<file path="src/rtl/lens_filter_pkg.sv">
// Shared constants and helpers for the lens-filter board input conditioning.
// DEBOUNCE_10MS_100MHZ and LONG_PRESS_500MS_100MHZ are the production
// overrides for multi_channel_debounce_edge at a 100 MHz system clock.
// cnt_width() sizes a counter that must hold 0..max_val. It never
// returns a zero width, so a feature disabled with a count of 0 still
// elaborates cleanly.
package lens_filter_pkg;

  localparam int DEBOUNCE_10MS_100MHZ    = 1_000_000;
  localparam int LONG_PRESS_500MS_100MHZ = 50_000_000;

  function automatic int cnt_width(input int max_val);
    return (max_val < 1) ? 1 : $clog2(max_val + 1);
  endfunction

endpackage

</file>
<file path="src/rtl/debounce_channel.sv">
// One input-conditioning channel. It synchronises an asynchronous input,
// debounces it, and produces registered edge and long-press pulses.
// Ports:
//   clk        in   system clock
//   reset      in   asynchronous, active-high reset
//   sig        in   raw asynchronous input
//   level      out  debounced level
//   rise       out  1-cycle pulse when level goes 0->1
//   fall       out  1-cycle pulse when level goes 1->0
//   long_press out  1-cycle pulse once level has been high LONG_PRESS_CYCLES
module debounce_channel
  import lens_filter_pkg::*;
#(
  parameter int   SYNC_STAGES       = 2,
  parameter int   DEBOUNCE_CYCLES   = DEBOUNCE_10MS_100MHZ,
  parameter int   LONG_PRESS_CYCLES = LONG_PRESS_500MS_100MHZ,
  parameter logic RESET_LEVEL       = 1'b0
) (
  input  logic clk,
  input  logic reset,
  input  logic sig,
  output logic level,
  output logic rise,
  output logic fall,
  output logic long_press
);

  localparam int DW = cnt_width(DEBOUNCE_CYCLES);
  localparam int HW = cnt_width(LONG_PRESS_CYCLES);
  localparam logic [DW-1:0] D_TERM =
    (DEBOUNCE_CYCLES > 0) ? DW'(DEBOUNCE_CYCLES - 1) : '0;
  localparam logic [HW-1:0] L_FULL = HW'(LONG_PRESS_CYCLES);
  localparam logic [HW-1:0] L_TERM =
    (LONG_PRESS_CYCLES > 0) ? HW'(LONG_PRESS_CYCLES - 1) : '0;

  logic [SYNC_STAGES-1:0] sync_q;
  logic                   sync;
  logic [DW-1:0]          deb_q, deb_d;
  logic [HW-1:0]          hold_q, hold_d;
  logic                   transfer;
  logic                   rise_d, fall_d, lp_d;

  assign sync = sync_q[SYNC_STAGES-1];

  // Debounce: count consecutive cycles where sync disagrees with level.
  // The level follows sync on the DEBOUNCE_CYCLES-th such cycle. Any
  // agreement restarts the count. A count of 0 makes level follow sync
  // directly.
  always_comb begin
    deb_d    = '0;
    transfer = 1'b0;
    if (DEBOUNCE_CYCLES == 0) begin
      transfer = (sync != level);
    end else if (sync != level) begin
      if (deb_q == D_TERM) transfer = 1'b1;
      else                 deb_d    = deb_q + 1'b1;
    end
  end

  assign rise_d = transfer &  sync;
  assign fall_d = transfer & ~sync;

  // Hold counter saturates at LONG_PRESS_CYCLES, so long_press fires once
  // per press. A release landing on the terminal cycle takes priority:
  // it clears the count and suppresses the pulse.
  always_comb begin
    hold_d = hold_q;
    lp_d   = 1'b0;
    if (LONG_PRESS_CYCLES == 0 || !level || fall_d) begin
      hold_d = '0;
    end else if (hold_q != L_FULL) begin
      hold_d = hold_q + 1'b1;
      lp_d   = (hold_q == L_TERM);
    end
  end

  always_ff @(posedge clk or posedge reset) begin
    if (reset) begin
      sync_q     <= {SYNC_STAGES{RESET_LEVEL}};
      level      <= RESET_LEVEL;
      deb_q      <= '0;
      hold_q     <= '0;
      rise       <= 1'b0;
      fall       <= 1'b0;
      long_press <= 1'b0;
    end else begin
      sync_q     <= {sync_q[SYNC_STAGES-2:0], sig};
      deb_q      <= deb_d;
      hold_q     <= hold_d;
      rise       <= rise_d;
      fall       <= fall_d;
      long_press <= lp_d;
      if (transfer) level <= sync;
    end
  end

endmodule

</file>
<file path="src/rtl/multi_channel_debounce_edge.sv">
// Multi-channel input conditioner for the lens-filter board controls.
// Each channel is an independent debounce_channel instance.
// Ports:
//   clk          in   system clock
//   reset        in   asynchronous, active-high reset
//   sig_in       in   [NUM_CH] raw asynchronous inputs
//   level_out    out  [NUM_CH] debounced levels
//   rising_edge  out  [NUM_CH] 1-cycle pulse on a debounced 0->1
//   falling_edge out  [NUM_CH] 1-cycle pulse on a debounced 1->0
//   long_press   out  [NUM_CH] 1-cycle pulse after LONG_PRESS_CYCLES high
module multi_channel_debounce_edge
  import lens_filter_pkg::*;
#(
  parameter int   NUM_CH            = 4,
  parameter int   SYNC_STAGES       = 2,
  parameter int   DEBOUNCE_CYCLES   = DEBOUNCE_10MS_100MHZ,
  parameter int   LONG_PRESS_CYCLES = LONG_PRESS_500MS_100MHZ,
  parameter logic RESET_LEVEL       = 1'b0
) (
  input  logic              clk,
  input  logic              reset,
  input  logic [NUM_CH-1:0] sig_in,
  output logic [NUM_CH-1:0] level_out,
  output logic [NUM_CH-1:0] rising_edge,
  output logic [NUM_CH-1:0] falling_edge,
  output logic [NUM_CH-1:0] long_press
);

  for (genvar i = 0; i < NUM_CH; i++) begin : g_ch
    debounce_channel #(
      .SYNC_STAGES      (SYNC_STAGES),
      .DEBOUNCE_CYCLES  (DEBOUNCE_CYCLES),
      .LONG_PRESS_CYCLES(LONG_PRESS_CYCLES),
      .RESET_LEVEL      (RESET_LEVEL)
    ) u_ch (
      .clk       (clk),
      .reset     (reset),
      .sig       (sig_in[i]),
      .level     (level_out[i]),
      .rise      (rising_edge[i]),
      .fall      (falling_edge[i]),
      .long_press(long_press[i])
    );
  end

endmodule

</file>
<file path="config.mk">
export PLATFORM = sky130hd
export DESIGN_NAME = multi_channel_debounce_edge
export DESIGN_NICKNAME = d
export VERILOG_FILES = /design/src/rtl/lens_filter_pkg.sv /design/src/rtl/debounce_channel.sv /design/src/rtl/multi_channel_debounce_edge.sv
export SDC_FILE = /design/constraint.sdc
export NUM_CORES = 1
export LEC_CHECK = 0
export CAP_MARGIN = 20
export CORE_ASPECT_RATIO = 0.8
export CORE_MARGIN = 2
export CORE_UTILIZATION = 40
export DETAILED_ROUTE_END_ITERATION = 7
export REMOVE_ABC_BUFFERS = 1
export SKIP_LAST_GASP = 1
export SYNTH_ARGS = -nofsm -noshare
export SYNTH_HDL_FRONTEND = slang
export SYNTH_SLANG_ARGS = --single-unit
</file>
<file path="constraint.sdc">
create_clock -name clk -period 17.1 [get_ports clk]
set_clock_uncertainty 0.05 [all_clocks]
set_input_delay 1.71 -clock clk [delete_from_list [all_inputs] [get_ports clk]]
set_output_delay 1.71 -clock clk [all_outputs]
set_load 0.02 [all_outputs]
</file>
## Yosys cells after proc, flatten, opt, wreduce, memory -nomap -nowiden

Index checks and enable logic that the tools add are counted.

- Output and inout port bits: 16
- Input port bits: 6
- Register bits after elaboration: 208

- Equal/unequal tests: 16
- Bitwise logic cells: 12
- Mux-type cells: 32
- Reduce and logical (&&, ||, !) cells: 12
- $add $sub $neg: 8

Operators by type and width:

| cell | number |
|---|---|
| $mux 26 | 8 |
| $mux 20 | 8 |
| $add 26x1->26 const B | 4 |
| $eq 26x26->1 const B | 4 |
| $ne 26x26->1 const B | 4 |
| $add 20x1->20 const B | 4 |
| $eq 20x20->1 const B | 4 |
| $mux 1 | 16 |
| $and 1x1->1 | 8 |
| $reduce_bool 2->1 | 4 |
| $logic_not 1->1 | 4 |
| $logic_or 1x1->1 | 4 |
| $ne 1x1->1 | 4 |
| $not 1->1 | 4 |

## Logic depth before layout (Yosys ltp)

Gate-level depths: netlist of run 1.

- Depth after elaboration: 6
- Mapped depth: 7
- Depth with buffers taken out: 6

## By module

From an unflattened synthesis of run 1, not the netlist that was laid out.

- Cell total of the unflattened synthesis: 1068
- Area total of the unflattened synthesis: 10480.1 sq um

By module, submodules not included:

| module | area an instance (sq um) | cells each | times used |
|---|---|---|---|
| debounce_channel | 2620.0 | 267 | 4 |

## Worst setup path after synthesis of run 1

No wires, ideal clock.

- Kind: reg2out
- Start point: register g_ch[1].u_ch.level
- End point: output port level_out[1]
- Arrival time: 600 ps
- Cell stages (with the launch flop): 2
- Slack: 14740 ps
- Required time: 15340 ps
- Cells stage by stage: dfrtp_1 buf_4

RTL lines:

| element | RTL line | text |
|---|---|---|
| start: declaration | debounce_channel.sv:22 | `output logic level,` |
| start signal: assignment | debounce_channel.sv:93 | `if (transfer) level <= sync;` |
| end: declaration | multi_channel_debounce_edge.sv:23 | `output logic [NUM_CH-1:0] level_out,` |

No word-level cell between the ends.

## Worst setup path after layout of run 1

- Start point: register g_ch[1].u_ch.level
- End point: output port level_out[1]

No word-level cell between the ends.

==> impl_metrics.py, run 1 <==
metrics = {
    "floorplan": {
        "rows": 53,
        "num_io_pins": 22,
        "core_um2": 26100,
        "die_area_um2": 27700,
        "die_w_um": 186,
        "initial_utilization_pct": 40.4,
        "die_h_um": 149,
    },
    "clocking": {
        "cts_buffers": 24,
        "cts.path.max_buffers": 3,
        "clkLatencyLatePin_ps": 530,
        "cts-hold-fix-buffers": 0,
        "cts_tree": "done",
        "clk_pin_slew_worst_paths_ps": 60,
        "cts.repair.resized": 0,
        "clkSinkCount": 208,
        "cts_max_level": 1,
        "root_buffer": "clkbuf_16",
        "post_cts_buffers": 0,
    },
    "layout": {
        "nets": 1103,
        "instances_no_fill": 1459,
        "drive_gt1_share_pct": 5.90,
        "fill_cells": 2475,
        "synthToLayoutAreaGrowth_pct": 11.6,
        "multi_input_area_um2": 4970,
        "ff_latch_area_um2": 5200,
        "most-common-layout-cells": "dfrtp_1, nor2_1, a21oi_1, nand3_1, nand2_1",
        "final_common_cell": "dfrtp_1",
        "n_antenna_cell": 0,
    },
    "yosys": {
        "netlist_area_um2": 10600,
        "synthArstFlopShare_pct": 100,
        "synthFlopType": "dfrtp_1",
        "synthDistinctLibCells": 45,
        "synthCells": 1080,
        "yosysWarningCount": 0,
        "ys_seq_area_share_pct": 49.3,
        "ys_ff_latch": 208,
        "avgSynthCellArea_um2": 9.77,
        "synth_edf_count": 0,
    },
    "global_route": {
        "grt_max_degree": 135,
        "track_usage_pct": 15.5,
        "antenna_found_initial": 0,
        "grt_pass1_vias": 7481,
        "grt_overflow": 0,
        "grt_pass1_wl_mm": 36.3,
    },
    "worst_setup_path": {
        "cp_num_cells": 1,
        "r2r-start": "g_ch[2].u_ch.deb_q[2]",
        "slowest_delay_ps": 660,
        "critical_path.endpoint_type": "output pin",
        "r2r_setup_slack_ps": 14620,
        "cp-startpoint": "g_ch[1].u_ch.level",
        "critPathCapture": "level_out[1]",
        "slowest_stage": "clkdlybuf4s50_1",
        "crit_path_cell_trace": "clkdlybuf4s50_1",
        "critPathTopFamily": "buffers and inverters",
        "reg2reg_to": "g_ch[2].u_ch.deb_q[3]",
        "required_ps": 15340,
        "critPathKind": "reg -> out",
        "worstPathBufferInverterCount": 1,
        "start_kind": "flop",
        "cp_max_fo": 6,
        "reg2reg_depth": 4,
        "arrival_ps": 1660,
    },
    "routing": {
        "via_per_inst": 5.40,
        "remaining_drc_errors": 0,
        "drtPass1Iterations": 7,
        "wl_per_cell_um": 14.0,
        "ant_nets": 0,
        "drt-initial-drc-count": 552,
        "wl_mm": 20.5,
        "vias": 7876,
    },
    "power_and_ir_drop": {
        "p_int_uw": 780,
        "peakVddDrop_v": 0.0000757,
        "leakagePower_uw": 0.00437,
        "power_density_nw_per_um2": 85.4,
        "combPwrFrac_pct": 1.9,
        "power.switching_uw": 226,
        "power_frac_clock_pct": 48.5,
        "p_sw_share_pct": 22.5,
        "seqPwrFrac_pct": 49.6,
    },
    "status": {
        "status": "finished clean",
    },
    "job": {
        "drv_cap": 0,
    },
    "placed_design": {
        "gp_congestion": 0.740,
        "io_buffers": 21,
        "dp_hpwl_mm": 13.2,
        "dpl.cell_count": 1414,
        "post-place-ws_ps": 13040,
    },
    "timing": {
        "layout_setup_ws_ps": 13680,
        "setup_tns_ps": 0,
        "final_max_slew_viol_count": 0,
        "finalHoldWorstSlack_ps": 298,
        "period_minus_slack_ps": 3420,
        "hold_viol_final": 0,
        "finalSetupViolCount": 0,
        "max-slew-margin-rel_pct": 37.4,
        "worst_pin_slew_ps": 939,
        "rsz0062_at_grt": "no",
        "max_freq_mhz": 293,
        "fin_crit_sh_pct": 20.0,
    },
    "min_path": {
        "min_path_type": "reg -> reg",
    },
}
==> metal layers <==
layer	wire (um)	GRT usage (%)	vias up	share of wire, %
met5	0	0	-	0
met4	376	3.50	0	1.8
met3	634	2.32	26	3.1
met2	8490	22.8	76	41
met1	11000	23.9	3813	54
li1	-	-	3961	-
==> metrics by stage <==
stage | util, % | power, uW | instance area (um2)
finish | 45.1 | 1010 | 11800
global route | 45.1 | 1050 | 11800
CTS | 45.0 | 1020 | 11700
detailed placement | 42.1 | 528 | 11000
global placement | 42.1 | 528 | 11000
floorplan | - | 521 | 10300
==> cells in the mapped netlist, types with 2 or more instances <==
master,n,area (um2)
nand4bb_1,5,56.3
nor4_1,20,125
a21oi_1,77,385
xnor2_1,48,420
o21ai_0,40,200
nor3_1,19,95.1
mux2_2,4,45.0
xor2_1,51,447
nor4bb_1,3,30.0
nor3b_1,14,105
dfrtp_1,208,5200
nand2b_1,4,25.0
nand3_1,66,330
clkbuf_1,20,75.1
ha_1,12,150
and4_1,20,175
buf_4,17,128
or4_1,45,338
o21a_1,2,15.0
or4_4,2,22.5
o31ai_4,3,63.8
nand4_1,50,313
or3_1,43,269
nor2_1,111,417
inv_1,30,113
and3_1,26,163
buf_6,2,22.5
o21ai_2,3,26.3
buf_2,8,40.0
nor4b_1,8,70.1
o31ai_1,38,285
nor2b_1,4,25.0
and2_1,10,62.6
nand4b_1,2,17.5
or2_2,3,18.8
nand2_1,53,199
==> how the worst min path moves through the flow <==
stage / startpoint / end / slack [ps] / cells past startpoint
final: g_ch[0].u_ch.sync_q[0] / g_ch[0].u_ch.sync_q[1] / 300 / 0
after global routing: g_ch[1].u_ch.sync_q[0] / g_ch[1].u_ch.sync_q[1] / 300 / 0
after CTS: g_ch[0].u_ch.sync_q[0] / g_ch[0].u_ch.sync_q[1] / 300 / 0
after detailed placement: g_ch[0].u_ch.sync_q[0] / g_ch[0].u_ch.sync_q[1] / 290 / 0
after floorplan: g_ch[0].u_ch.sync_q[0] / g_ch[0].u_ch.sync_q[1] / 280 / 0
after global placement: g_ch[1].u_ch.sync_q[0] / g_ch[1].u_ch.sync_q[1] / 290 / 0
==> power groups by stage <==
stage | Clock, uW | Sequential [uW] | Combinational [uW]
final | 488 | 499 | 18.6
after global routing | 525 | 500 | 22.5
after CTS | 506 | 499 | 19.9
after detailed placement | 0 | 508 | 19.8
after global placement | 0 | 508 | 19.7
after floorplan | 0 | 508 | 13.0
==> flip-flops by register name (all words and copies together) (netlist names) <==
name	count
g_ch.u_ch.deb_q	80
g_ch.u_ch.fall	4
g_ch.u_ch.hold_q	104
g_ch.u_ch.level	4
g_ch.u_ch.long_press	4
g_ch.u_ch.rise	4
g_ch.u_ch.sync_q	8
==> kinds of logic (layout without fill, tap and decap cells) <==
| logic type | after synthesis | count (layout) | synth area share (%) |
|---|---|---|---|
| AOI/OAI and AO/OA | 167 | 167 | 9.56 |
| xor gates and xnor gates | 99 | 99 | 8.22 |
| adders and majority gates | 12 | 12 | 1.42 |
| buffers and inverters | 78 | 100 | 3.63 |
| DFF | 208 | 208 | 49.3 |
| muxes | 4 | 4 | 0.427 |
| and+or+nand+nor | 512 | 512 | 27.4 |
==> final cells by class <==
cell class / count / share of cell area [%]
multi-input cells: 794 / 42.2
flip-flops and latches: 208 / 44.2
repair buffers: 27 / 2.29
clock buffers: 31 / 5.75
well taps: 357 / 3.79
inverters: 30 / 1.02
clock inverters: 12 / 0.722
Note: power is estimated with default switching activity, not from simulation.
==> run 2, diff against run 1 <==
Clock period 17.1 ns to 2.81 ns, I/O delays scaled along.
==> run 2 against run 1 <==
Net effect:
- sequential share of layout area shrank 0.71 points
- first-iteration DRC count is 6.9% lower
- worst setup slack got worse by 13000 ps
- cell count grew 0.75%
==> impl_metrics.py, run 2 (synthesis results as in run 1) <==
metrics = {
    "layout": {
        "n_antenna_cell": 0,
        "final_common_cell": "dfrtp_1",
        "most-common-layout-cells": "dfrtp_1, nor2_1, a21oi_1, nand3_1, nand2_1",
        "synthToLayoutAreaGrowth_pct": 13.4,
        "regMostFlops": "g_ch.u_ch.hold_q",
        "instances_no_fill": 1470,
        "reg_top3": "g_ch.u_ch.hold_q: 104 flops, g_ch.u_ch.deb_q: 80 flops, g_ch.u_ch.sync_q: 8 flops",
        "nets": 1114,
        "post-route-cell-area_um2": 12000,
        "drive_gt1_share_pct": 6.74,
        "fill_cells": 2527,
        "largest_reg_flops": 104,
        "finish.utilization_pct": 45.8,
    },
    "routing": {
        "ant_nets": 0,
        "wl_per_cell_um": 14.1,
        "drt-initial-drc-count": 514,
        "drtPass1Iterations": 4,
        "via_per_inst": 5.41,
        "wl_mm": 20.7,
        "remaining_drc_errors": 0,
        "vias": 7957,
    },
    "worst_setup_path": {
        "cp-startpoint": "g_ch[1].u_ch.deb_q[0]",
        "cp_max_fo": 27,
        "arrival_ps": 2690,
        "reg2reg_depth": 6,
        "r2r_setup_slack_ps": 450,
        "start_kind": "flop",
        "required_ps": 3140,
        "slowest_delay_ps": 580,
        "reg2reg_to": "g_ch[1].u_ch.long_press",
        "critPathKind": "reg -> reg",
        "critical_path.endpoint_type": "flop",
        "critPathCapture": "g_ch[1].u_ch.long_press",
        "crit_path_cell_trace": "ha_1 -> inv_1 -> or4_4 -> o31ai_4 -> buf_4 -> nor4_1",
        "slowest_stage": "or4_4",
        "r2r-start": "g_ch[1].u_ch.deb_q[0]",
    },
    "global_route": {
        "grt_pass1_wl_mm": 36.2,
        "grt_overflow": 0,
        "antenna_found_initial": 0,
        "grt_pass1_vias": 7472,
        "grt_max_degree": 78,
        "track_usage_pct": 15.6,
    },
    "placed_design": {
        "placed_area_um2": 11100,
        "dp_hpwl_mm": 13.6,
        "io_buffers": 21,
        "gp_congestion": 0.771,
        "dpl.cell_count": 1428,
    },
    "power_and_ir_drop": {
        "power_density_nw_per_um2": 545,
        "peakVddDrop_v": 0.000435,
        "leakagePower_uw": 0.00447,
        "total_power_uw": 6530,
    },
    "timing": {
        "fin_crit_sh_pct": 84.1,
        "hold_viol_final": 0,
        "max_freq_mhz": 423,
        "max-slew-margin-rel_pct": 62.7,
        "finalSetupViolCount": 0,
        "final_max_slew_viol_count": 0,
        "period_minus_slack_ps": 2360,
        "rsz0062_at_grt": "no",
        "worst_pin_slew_ps": 560,
    },
    "status": {
        "status": "finished clean",
    },
    "floorplan": {
        "die_h_um": 149,
        "die_area_um2": 27700,
        "die_w_um": 186,
        "core_um2": 26100,
        "initial_utilization_pct": 40.4,
        "num_io_pins": 22,
        "rows": 53,
    },
    "clocking": {
        "clk_pin_slew_worst_paths_ps": 70,
        "root_buffer": "clkbuf_16",
        "cts_max_level": 1,
        "clkSinkCount": 208,
        "cts-hold-fix-buffers": 0,
        "cts.repair.resized": 0,
        "clkLatencyLatePin_ps": 530,
        "post_cts_buffers": 0,
        "cts_tree": "done",
        "cts_buffers": 23,
        "cts.path.max_buffers": 3,
    },
    "min_path": {
        "min_path_type": "in -> reg",
    },
    "job": {
        "drv_cap": 0,
    },
}
==> run 2: critical path, delay by kind of cell (launching register included) <==
| kind | cells | cell delay (ps) |
|---|---|---|
| DFF | 1 | 460 |
| adders and majority gates | 1 | 330 |
| and+or+nand+nor | 2 | 690 |
| buffers and inverters | 2 | 440 |
| AOI/OAI and AO/OA | 1 | 220 |
==> run 2: worst min-delay path by stage <==
stage                                 from                      to  slack [ps]  cells after the start
floorplan                        sig_in[0]  g_ch[0].u_ch.sync_q[0]         260                      0
global placement    g_ch[1].u_ch.sync_q[0]  g_ch[1].u_ch.sync_q[1]         280                      0
detailed placement  g_ch[3].u_ch.sync_q[0]  g_ch[3].u_ch.sync_q[1]         290                      0
CTS                              sig_in[0]  g_ch[0].u_ch.sync_q[0]         110                      1
global route                     sig_in[0]  g_ch[0].u_ch.sync_q[0]         110                      1
finish                           sig_in[0]  g_ch[0].u_ch.sync_q[0]         130                      1
==> run 2: power by group <==
| group | internal [uW] | leakage (uW) | total (uW) | switching (uW) |
|---|---|---|---|---|
| clock | 2120 | 0.000416 | 3360 | 1240 |
| sequential | 3020 | 0.00288 | 3040 | 24.2 |
| combinational | 35.9 | 0.00118 | 126 | 90.3 |
==> run 2: cell type report <==
cell class              instances  area, um2  share of cell area (%)
inverters                      30        120                    1.00
flip-flops and latches        208       5200                    43.5
repair buffers                 39        370                    3.09
well taps                     357        447                    3.73
clock buffers                  28        614                    5.13
clock inverters                14        240                    2.01
multi-input cells             794       4970                    41.6
==> run 2: metrics by stage <==
stage	setup WS (ps)	TNS [ps]	hold WS, ps
2_1_floorplan	-3200	-665980	262
3_3_place_gp	527	0	283
3_5_place_dp	474	0	286
4_1_cts	429	0	105
5_1_grt	263	0	112
6_report	448	0	132
==> run 2: layer usage <==
metal  track usage (%)  part of all wire [%]
met1              23.5                    53
met2              23.5                    43
met3              2.54                   2.8
met4              3.54                   1.7
met5                 0                     0
